File: src/rtl/trng_sync_mc.sv
// Multi-channel ROSC synchroniser: selects one channel, decimates it, delivers bits over valid/ready.
// Latency: rnd_src edge to sync_data = SYNC_STAGES+1 cycles once warm; first sample WARMUP_CYCLES+sample_div+1 after enable.
// Backpressure: a strobe while a sample is pending and not accepted drops the new bit and sets sticky overrun.
// Optional ROSC frequency BIST is compiled in when RNG_BIST_EN is defined.
module trng_sync_mc #(
  parameter int NUM_SRC       = 4,
  parameter int SEL_W         = 2,
  parameter int SYNC_STAGES   = 3,
  parameter int WARMUP_CYCLES = 3,
  parameter int DIV_W         = 8,
  parameter int ROSC_CNT_W    = 22,
  parameter int BIST_WIN_W    = 17
) (
  input  logic                          rng_clk,
  input  logic                          rst,
  input  logic [NUM_SRC-1:0]            rnd_src,
  input  logic                          rnd_src_en,
  input  logic [SEL_W-1:0]              src_sel,
  input  logic [DIV_W-1:0]              sample_div,
  input  logic                          scan_mode,
  input  logic                          sync_ready,
  output logic                          sync_valid,
  output logic                          sync_data,
  output logic                          overrun,
  input  logic                          bist_start,
  output logic                          bist_busy,
  output logic                          bist_done,
  output logic [NUM_SRC*ROSC_CNT_W-1:0] rosc_cnt
);

  localparam int WC_W = $clog2(WARMUP_CYCLES + 1);

  logic [SYNC_STAGES-1:0] sy_q [NUM_SRC];
  logic [SEL_W-1:0]       sel_prev_q;
  logic [WC_W-1:0]        warm_cnt_q, warm_cnt_d;
  logic [DIV_W-1:0]       div_cnt_q, div_cnt_d;
  logic                   valid_q, valid_d;
  logic                   data_q, data_d;
  logic                   ovr_q, ovr_d;
  logic                   sel_bit, warm, strobe;

  // Synchroniser chains: every channel always clocked, scan forces the entry flop to 0
  always_ff @(posedge rng_clk) begin
    for (int i = 0; i < NUM_SRC; i++) begin
      if (rst) sy_q[i] <= '0;
      else     sy_q[i] <= {sy_q[i][SYNC_STAGES-2:0], (scan_mode ? 1'b0 : rnd_src[i])};
    end
  end

  // Channel mux: an out-of-range select reads as 0
  always_comb begin
    sel_bit = 1'b0;
    for (int i = 0; i < NUM_SRC; i++) begin
      if (src_sel == SEL_W'(i)) sel_bit = sy_q[i][SYNC_STAGES-1];
    end
  end

  assign warm   = (warm_cnt_q == WC_W'(WARMUP_CYCLES));
  assign strobe = rnd_src_en && warm && (div_cnt_q >= sample_div);

  // Warm-up and divider next state; >= lets a reduced divider fire immediately
  always_comb begin
    warm_cnt_d = warm_cnt_q;
    div_cnt_d  = div_cnt_q;
    if (!rnd_src_en || (src_sel != sel_prev_q)) warm_cnt_d = '0;
    else if (!warm)                             warm_cnt_d = warm_cnt_q + WC_W'(1);
    if (!rnd_src_en || !warm) div_cnt_d = '0;
    else if (strobe)          div_cnt_d = '0;
    else                      div_cnt_d = div_cnt_q + DIV_W'(1);
  end

  // Output register next state: load on strobe when free, drop and flag when still pending
  always_comb begin
    valid_d = valid_q;
    data_d  = data_q;
    ovr_d   = ovr_q;
    if (!rnd_src_en) begin
      valid_d = 1'b0;
      ovr_d   = 1'b0;
    end else if (strobe) begin
      if (!valid_q || sync_ready) begin
        data_d  = sel_bit;
        valid_d = 1'b1;
      end else begin
        ovr_d = 1'b1;
      end
    end else if (sync_ready) begin
      valid_d = 1'b0;
    end
  end

  // Control and output state registers
  always_ff @(posedge rng_clk) begin
    if (rst) begin
      sel_prev_q <= '0;
      warm_cnt_q <= '0;
      div_cnt_q  <= '0;
      valid_q    <= 1'b0;
      data_q     <= 1'b0;
      ovr_q      <= 1'b0;
    end else begin
      sel_prev_q <= src_sel;
      warm_cnt_q <= warm_cnt_d;
      div_cnt_q  <= div_cnt_d;
      valid_q    <= valid_d;
      data_q     <= data_d;
      ovr_q      <= ovr_d;
    end
  end

  assign sync_valid = valid_q;
  assign sync_data  = data_q;
  assign overrun    = ovr_q;

`ifdef RNG_BIST_EN
  logic [NUM_SRC-1:0]            edge_prev_q;
  logic [ROSC_CNT_W-1:0]         edge_cnt_q [NUM_SRC];
  logic [BIST_WIN_W-1:0]         win_cnt_q;
  logic                          busy_q, done_q;
  logic [NUM_SRC*ROSC_CNT_W-1:0] rosc_q;

  // Frequency BIST: count rising edges per channel over a fixed window, publish at window end
  always_ff @(posedge rng_clk) begin
    if (rst) begin
      edge_prev_q <= '0;
      win_cnt_q   <= '0;
      busy_q      <= 1'b0;
      done_q      <= 1'b0;
      rosc_q      <= '0;
      for (int i = 0; i < NUM_SRC; i++) edge_cnt_q[i] <= '0;
    end else begin
      done_q <= 1'b0;
      for (int i = 0; i < NUM_SRC; i++) edge_prev_q[i] <= sy_q[i][SYNC_STAGES-1];
      if (bist_start && !busy_q) begin
        busy_q    <= 1'b1;
        win_cnt_q <= '0;
        for (int i = 0; i < NUM_SRC; i++) edge_cnt_q[i] <= '0;
      end else if (busy_q) begin
        win_cnt_q <= win_cnt_q + BIST_WIN_W'(1);
        for (int i = 0; i < NUM_SRC; i++) begin
          if (sy_q[i][SYNC_STAGES-1] && !edge_prev_q[i] && (edge_cnt_q[i] != '1))
            edge_cnt_q[i] <= edge_cnt_q[i] + ROSC_CNT_W'(1);
        end
        if (win_cnt_q == '1) begin
          busy_q <= 1'b0;
          done_q <= 1'b1;
          for (int i = 0; i < NUM_SRC; i++) rosc_q[i*ROSC_CNT_W +: ROSC_CNT_W] <= edge_cnt_q[i];
        end
      end
    end
  end

  assign bist_busy = busy_q;
  assign bist_done = done_q;
  assign rosc_cnt  = rosc_q;
`else
  logic unused_bist;
  assign unused_bist = bist_start | (BIST_WIN_W == 0);
  assign bist_busy   = 1'b0;
  assign bist_done   = 1'b0;
  assign rosc_cnt    = '0;
`endif

endmodule

File: config.mk
export PLATFORM = sky130hd
export DESIGN_NAME = trng_sync_mc
export DESIGN_NICKNAME = d
export VERILOG_FILES = /design/src/rtl/trng_sync_mc.sv
export SDC_FILE = /design/constraint.sdc
export NUM_CORES = 1
export LEC_CHECK = 0
export ABC_AREA = 1
export CAP_MARGIN = 20
export CORE_MARGIN = 3
export CORE_UTILIZATION = 41
export DETAILED_ROUTE_END_ITERATION = 16
export GPL_ROUTABILITY_DRIVEN = 0
export PLACE_DENSITY = 0.95
export SKIP_LAST_GASP = 1
export SLEW_MARGIN = 25
export SYNTH_ARGS = -nofsm -noshare
export SYNTH_HDL_FRONTEND = slang
export SYNTH_SLANG_ARGS = --single-unit
File: constraint.sdc
create_clock -name rng_clk -period 2.1 [get_ports rng_clk]
set_input_delay 0.525 -clock rng_clk [delete_from_list [all_inputs] [get_ports rng_clk]]
set_output_delay 0.525 -clock rng_clk [all_outputs]
set_load 0.005 [all_outputs]
## Word level (Yosys, flattened, before mapping)

Memory sizes are Yosys's and may differ from the RTL's.
Cells that the tools add are included.
W data, S select, Z words.

- Register bits: 15
- Word-level logic and storage cells: 56
- Output and inout bits: 93
- Input port bits: 20
- Bits in writable memories: 12
- Memories kept: 1

Memory list:

| memory | depth | width | read ports | clocked after memory_dff | wr ports | line | source |
|---|---|---|---|---|---|---|---|
| sy_q | 4 | 3 | 4 | 0 | 4 | 33 | `logic [SYNC_STAGES-1:0] sy_q [NUM_SRC];` |

- Magnitude comparators: 1
- Reductions and logical operators: 16
- Mux-type cells: 18
- Bitwise logic cells: 6
- Eq/ne operators: 6
- Add/subtract/negate cells: 2

Operators by type and width:

| kind | count |
|---|---|
| $mux W1 | 14 |
| $mux W3 | 4 |
| $add A8 B1 Y8 const B | 1 |
| $ge A8 B8 Y1 | 1 |
| $eq A2 B2 Y1 const B | 3 |
| $or A1 B1 Y1 | 4 |
| $reduce_and A2 Y1 | 2 |
| $reduce_or A2 Y1 | 2 |
| $logic_not A1 Y1 | 3 |
| $logic_or A1 B1 Y1 | 3 |
| $reduce_and A3 Y1 | 1 |
| $reduce_or A3 Y1 | 1 |
| $add A2 B1 Y2 const B | 1 |
| $eq A2 B1 Y1 const B | 1 |
| $logic_and A1 B1 Y1 | 2 |
| $logic_not A2 Y1 | 1 |
| $ne A2 B1 Y1 const B | 1 |
| $ne A2 B2 Y1 | 1 |
| $not A1 Y1 | 2 |
| $reduce_bool A2 Y1 | 1 |

## Depth between registers and ports, before layout

Gate-level depths: netlist of run 1.

- Word-level depth: 5
- Depth in mapped cells: 13
- Depth with buffers taken out: 13

## Worst setup path after synthesis of run 1

No wires, ideal clock.

- Kind: in2reg
- From: input port sample_div[7]
- To: register div_cnt_q[4]
- Arrival time: 1505 ps
- Slack: 529 ps
- Setup time: 66 ps
- Cell stages on the path: 7
- Cells stage by stage: inv_1 ha_1 a21o_1 nor2_2 nand3_2 nand3b_4 a21oi_2

- Longest elaborated chain between the ends: 3

RTL lines:

| item | line | source |
|---|---|---|
| start, declared | 19 | `input logic [DIV_W-1:0] sample_div,` |
| $ge A8 B8 Y1 | 59 | `assign strobe = rnd_src_en && warm && (div_cnt_q >= sample_div);` |
| $logic_and A1 B1 Y1 | 59 |  |
| $reduce_or A3 Y1 (no line) | -- |  |
| end signal, assigned | 104 | `div_cnt_q <= div_cnt_d;` |
| end, declared | 36 | `logic [DIV_W-1:0] div_cnt_q, div_cnt_d;` |

Every way passes these cells.
A chain may end at the register's enable or synchronous reset.

## Worst setup path in the final report of run 1

- From: input port sample_div[1]
- To: register div_cnt_q[0]

Same word-level chain as after synthesis.

==> results.sh, run 1 <==
export IMPL_synth_top_family_by_area="buffers and inverters"
export IMPL_ys_warn_count=0
export IMPL_path_clk_slew_ns=0.09
export IMPL_yosys_area_share_simple_pct=15.8
export IMPL_yosys_top_cells_count="buf_4 (90), inv_1 (35), dfxtp_1 (27), nor2_1 (27), nand2_1 (21)"
export IMPL_die_height_um=73.9
export IMPL_leakage_nw=0.992
export IMPL_synth_xor_area_share_pct=2.78
export IMPL_final_nets=298
export IMPL_postRouteAntennaNets=0
export IMPL_grt_overflow_total=0
export IMPL_cts_tree="yes"
export IMPL_synth_top_cell_by_area="buf_4"
export IMPL_synth_cell_types=23
export IMPL_ctsLongestPathBuffers=2
export IMPL_fin_crit_ns=1.89
export IMPL_period_share_pct=89.8
export IMPL_die_width_um=73.9
export IMPL_hold_buffers=0
export IMPL_r2r_start="div_cnt_q[3]$_SDFF_PP0_"
export IMPL_arrival_ns=2.09
export IMPL_clkPwrFrac_pct=31.0
export IMPL_synthTopCellsByArea="buf_4 (36%), dfxtp_1 (29%), inv_1 (6.9%)"
export IMPL_routed_wl_mm=2.48
export IMPL_worst_clock_skew_ns=0.00143
export IMPL_clockRootBuffer="clkbuf_8"
export IMPL_clk_latency_ns=0.27
export IMPL_dr_pass1_iters=4
export IMPL_grt_pass1_vias=962
export IMPL_crit_path_max_fanout=8
export IMPL_cts_resized_gates=0
export IMPL_p_sw_share_pct=24.2
export IMPL_crit_path_end_kind="register"
export IMPL_crit_path_max_incr_delay_ns=0.45
export IMPL_final_layout_size_suffix_gt1_share_pct=4.87
export IMPL_vias_per_cell=3.66
export IMPL_synth_top_cell_area_share_pct=35.7
export IMPL_htree_levels=1
export IMPL_power_density_nw_per_um2=492
export IMPL_drtIter0Drc=21
export IMPL_internal_power_w=0.000699
export IMPL_synth_mux_area_fraction_pct=0.529
export IMPL_hold_start="sy_q[1][1]$_SDFF_PP0_"
export IMPL_antenna_diode_count=0
export IMPL_path_buf_inv=2
export IMPL_whs_ns=0.404
export IMPL_grt_pass1_wl_mm=3.73
export IMPL_max_cap_violations=0
export IMPL_wl_per_cell_um=7.77
export IMPL_synth_compound_area_share_pct=2.65
export IMPL_rsz0062_at_grt="false"
export IMPL_status="completed"
export IMPL_dp_slack_ns=-0.0701
export IMPL_path_class="input pin to register"
export IMPL_holdCritPathClass="register to register"
export IMPL_irDropWorstVdd_mv=0.385
export IMPL_final_util_pct=42.5
export IMPL_synthArstFlopShare_pct=0
export IMPL_dpl_cell_area_um2=1830
export IMPL_slowest_stage="clkdlybuf4s50_1"
export IMPL_fmax_mhz=530
export IMPL_hpwlAfterDp_mm=2.20
export IMPL_hold_violations=0
export IMPL_crit_family="simple AND/OR/NAND/NOR gates"
export IMPL_cpMostUsedCell="nand2_1"
export IMPL_postLayoutCellArea_um2=1880
export IMPL_comb_power_share_pct=12.2
export IMPL_r2r_slack_ns=0.58
export IMPL_syn_mean_instance_area_um2=7.78
export IMPL_setup_tns_ns=0
export IMPL_slew_viol_final=0
export IMPL_ys_ff_latch=27
export IMPL_vias=1169
export IMPL_yosysSeqAreaShare_pct=28.6
export IMPL_path_cells="clkdlybuf4s50_1 -> inv_1 -> ha_1 -> nand2_1 -> nand2_1 -> nand2_1 -> nand2_1 -> nand2_1 -> nand3_2 -> nand3b_4 -> nor2_1"
export IMPL_rows=24
export IMPL_ios=113
export IMPL_required_ns=2.31
export IMPL_antenna_found_initial=0
export IMPL_p_sw_w=0.000224
export IMPL_initial_core_util_pct=42.8
export IMPL_cts_buffers_inserted=3
export IMPL_ys_flop_type="dfxtp_1"
export IMPL_netlist_instances=243
export IMPL_layout_setup_ws_ns=0.214
export IMPL_core_um2=4410
export IMPL_synthToLayoutAreaGrowth_pct=-0.728
export IMPL_crit_start="sample_div[1]"
export IMPL_clock_sinks=27
export IMPL_seqPwrFrac_pct=56.8
export IMPL_synthAdderAreaFrac_pct=6.62
export IMPL_port_buffers=21
export IMPL_grt_use_total_pct=8.66
export IMPL_crit_path_start_kind="input pin"
export IMPL_setup_violations_final=0
export IMPL_dieArea_um2=5460
export IMPL_route_detailed_drc=0
export IMPL_post_synth_top_count_cell="buf_4"
export IMPL_synth_edff_count=0
export IMPL_grt_max_degree=17
export IMPL_post_cts_buffers=0
export IMPL_syn_cell_area_um2=1890
-- stage by stage --
| stage | power, W | instances |
|---|---|---|
| 6_report | 0.000923 | 319 |
| 5_1_grt | 0.000986 | 319 |
| 4_1_cts | 0.000934 | 319 |
| 3_5_place_dp | 0.000645 | 315 |
| 3_3_place_gp | 0.000641 | 315 |
| 2_1_floorplan | 0.000723 | 332 |
-- power groups by stage --
stage / Combinational [W] / Clock (W) / Sequential [W]
after floorplan: 0.000188 / 0 / 0.000535
after global placement: 0.000105 / 0 / 0.000535
after detailed placement: 0.000109 / 0 / 0.000536
after CTS: 0.000109 / 0.000300 / 0.000524
after global routing: 0.000135 / 0.000325 / 0.000525
final: 0.000113 / 0.000286 / 0.000524
-- routing by layer --
layer	wire length, µm	share of wire [%]	track usage (%)
met5	0	0	0
met4	23	0.93	2.41
met3	278	11	3.01
met1	791	32	7.80
met2	1390	56	17.7
-- area by class of cell --
cell class	count	area, µm²
inverters	35	131
clock buffers	3	41.3
flip-flops and latches	27	541
clock inverters	1	7.51
multi-input cells	179	873
repair buffers	22	218
well taps	52	65.1
fillers	461	2540
-- flip-flops by register name, indices dropped and copies added, names as in the netlist --
name	count
warm_cnt_q	2
sync_data	1
sync_valid	1
sy_q	12
sel_prev_q	2
overrun	1
div_cnt_q	8
-- cells in the final DEF, fill, tap and decap left out, drive strengths merged, types with 2 or more instances in the layout --
cell type,Yosys,layout
clkdlybuf4s50,0,21
dfxtp,27,27
clkbuf,1,3
a21oi,5,5
nand3,8,8
xor2,4,4
nor2,29,29
nand2,21,21
conb,1,90
ha,10,10
inv,35,35
xnor2,2,2
nand4,3,3
-- tightest hold or removal path, delay by kind of cell, from the launching register on --
kind / cells / cell delay (ns)
simple gates: 1 / 0.03
buf+inv: 1 / 0.04
flops: 1 / 0.30
-- logic make-up after synthesis --
kind of cell	after synthesis
and+or+nand+nor	64
buffers and inverters	126
muxes	1
other	1
adders and majority gates	10
xor gates and xnor gates	6
AOI/OAI and AO/OA	8
DFF	27
-- final timing paths --
| path | to | depth (start not counted) |
|---|---|---|
| min | sy_q[1][2]$_SDFF_PP0_ | 2 |
| max | div_cnt_q[0]$_SDFF_PP0_ | 11 |
| max reg2reg | div_cnt_q[0]$_SDFF_PP0_ | 7 |
| min reg2reg | sy_q[1][2]$_SDFF_PP0_ | 2 |
No activity file was read; power rests on OpenSTA's default activity.
==> run 2, diff against run 1 <==
--- a/config.mk
+++ b/config.mk
@@ -8,10 +8,10 @@
 export ABC_AREA = 1
 export CAP_MARGIN = 20
 export CORE_MARGIN = 3
-export CORE_UTILIZATION = 41
+export CORE_UTILIZATION = 35
 export DETAILED_ROUTE_END_ITERATION = 16
 export GPL_ROUTABILITY_DRIVEN = 0
-export PLACE_DENSITY = 0.95
+export PLACE_DENSITY = 0.84
 export SKIP_LAST_GASP = 1
 export SLEW_MARGIN = 25
 export SYNTH_ARGS = -nofsm -noshare
==> run 2 against run 1 <==
  * First-iteration DRC count up 71%
  * Non-clock buffer count unchanged
  * Register-to-register slack about the same
  * Final cell count up 5.6%
  * Worst setup slack better by 0.015 ns
  * Critical path type unchanged
  * Critical endpoint is now div_cnt_q[4]$_SDFF_PP0_
  * Combinational power about the same
  * Sequential share of layout area down 0.34 points
  * Clock-buffer cell count unchanged
  * Global-route usage down 1.1 points
  * Flip-flop and latch count unchanged
  * Total power up 0.31%
==> results.sh, run 2 (synthesis gave the netlist of run 1 again) <==
export IMPL_grt_max_degree=17
export IMPL_final_nets=298
export IMPL_whs_ns=0.405
export IMPL_postLayoutCellArea_um2=1900
export IMPL_clk_latency_ns=0.27
export IMPL_required_ns=2.31
export IMPL_wl_per_cell_um=7.23
export IMPL_post_cts_buffers=0
export IMPL_vias=1158
export IMPL_fmax_mhz=534
export IMPL_routed_wl_mm=2.44
export IMPL_internal_power_w=0.000699
export IMPL_layout_setup_ws_ns=0.229
export IMPL_hpwlAfterDp_mm=2.16
export IMPL_setup_tns_ns=0
export IMPL_status="completed"
export IMPL_cts_buffers_inserted=3
export IMPL_hold_violations=0
export IMPL_cts_resized_gates=0
export IMPL_power_density_nw_per_um2=487
export IMPL_seqPwrFrac_pct=56.6
export IMPL_crit_path_start_kind="input pin"
export IMPL_worst_clock_skew_ns=0.000692
export IMPL_die_height_um=79.5
export IMPL_top_regs="sy_q: 12 flops, div_cnt_q: 8 flops"
export IMPL_rows=26
export IMPL_clock_sinks=27
export IMPL_rsz0062_at_grt="false"
export IMPL_slew_viol_final=0
export IMPL_clkPwrFrac_pct=31.3
export IMPL_die_width_um=79.5
export IMPL_grt_overflow_total=0
export IMPL_synthToLayoutAreaGrowth_pct=0.463
export IMPL_core_um2=5170
export IMPL_drtIter0Drc=36
export IMPL_crit_path_max_fanout=8
export IMPL_hold_buffers=0
export IMPL_irDropWorstVdd_mv=0.375
export IMPL_initial_core_util_pct=36.6
export IMPL_antenna_found_initial=0
export IMPL_dp_slack_ns=-0.0763
export IMPL_arrival_ns=2.08
export IMPL_setup_violations_final=0
export IMPL_cts_tree="yes"
export IMPL_p_sw_w=0.000227
export IMPL_layout_commonest_cell="conb_1"
export IMPL_postRouteAntennaNets=0
export IMPL_grt_pass1_vias=945
export IMPL_clockRootBuffer="clkbuf_8"
export IMPL_dieArea_um2=6320
export IMPL_max_cap_violations=0
export IMPL_largest_reg_flops=12
export IMPL_holdCritPathClass="register to register"
export IMPL_htree_levels=1
export IMPL_dpl_cell_area_um2=1850
export IMPL_route_detailed_drc=0
export IMPL_nFillCells=537
export IMPL_grt_use_total_pct=7.51
export IMPL_vias_per_cell=3.44
export IMPL_ctsLongestPathBuffers=2
export IMPL_path_class="input pin to register"
export IMPL_comb_power_share_pct=12.1
export IMPL_grt_pass1_wl_mm=3.84
export IMPL_leakage_nw=0.992
export IMPL_crit_path_end_kind="register"
export IMPL_dr_pass1_iters=4
export IMPL_port_buffers=21
export IMPL_largest_register="sy_q"
export IMPL_antenna_diode_count=0
export IMPL_period_share_pct=89.1
export IMPL_p_sw_share_pct=24.5
export IMPL_final_layout_size_suffix_gt1_share_pct=4.87
export IMPL_fin_crit_ns=1.87
export IMPL_ios=113
export IMPL_final_cell_mix="conb_1 (90), inv_1 (35), nor2_1 (27), dfxtp_1 (27)"
export IMPL_path_clk_slew_ns=0.09
==> run 2: per-stage QoR <==
| step | instances | utilization, % | total power, W |
|---|---|---|---|
| 6_report | 337 | 36.7 | 0.000926 |
| 5_1_grt | 337 | 36.7 | 0.000983 |
| 4_1_cts | 337 | 36.7 | 0.000939 |
| 3_5_place_dp | 333 | 35.8 | 0.000644 |
| 3_3_place_gp | 333 | 35.8 | 0.000641 |
| 2_1_floorplan | 332 | - | 0.000723 |
==> run 2: cell type report <==
cell class | instances | area, µm² | area share [%]
clock inverters | 1 | 7.51 | 0.395
multi-input cells | 179 | 873 | 46.0
flip-flops and latches | 27 | 541 | 28.5
repair buffers | 22 | 218 | 11.5
well taps | 70 | 87.6 | 4.61
inverters | 35 | 131 | 6.92
clock buffers | 3 | 41.3 | 2.17
==> run 2: power by group through the flow <==
stage | logic [W] | clock network (W) | registers (W)
floorplan | 0.000188 | 0 | 0.000535
global placement | 0.000105 | 0 | 0.000535
detailed placement | 0.000108 | 0 | 0.000536
CTS | 0.000109 | 0.000307 | 0.000524
global route | 0.000134 | 0.000324 | 0.000525
finish | 0.000112 | 0.000290 | 0.000524
==> run 2: worst max-delay path: stages <==
cell             delay, ns
clkdlybuf4s50_1       0.46
inv_1                 0.04
ha_1                  0.30
nand2_1               0.07
nand2_1               0.05
nand2_1               0.06
nand2_1               0.05
nand2_1               0.07
nand3_2               0.11
nand3b_4              0.23
a21oi_2               0.11
==> run 2: final timing paths <==
check                                              from                      end  slack, ns  depth (start not counted)
worst max-delay path                      sample_div[1]  div_cnt_q[4]$_SDFF_PP0_       0.23                         11
worst min-delay path              sy_q[2][0]$_SDFF_PP0_    sy_q[2][1]$_SDFF_PP0_       0.40                          2
worst max register to register  div_cnt_q[2]$_SDFF_PP0_  div_cnt_q[4]$_SDFF_PP0_       0.57                          9
worst min register to register    sy_q[2][0]$_SDFF_PP0_    sy_q[2][1]$_SDFF_PP0_       0.40                          2
==> run 2: metal layers <==
layer  vias up  part of all wire, %  track usage [%]
li1        597                    -                -
met1       499                   35             7.21
met2        62                   54             14.7
met3         0                   11             2.93
met4         0                    0             1.89
met5         -                    0                0
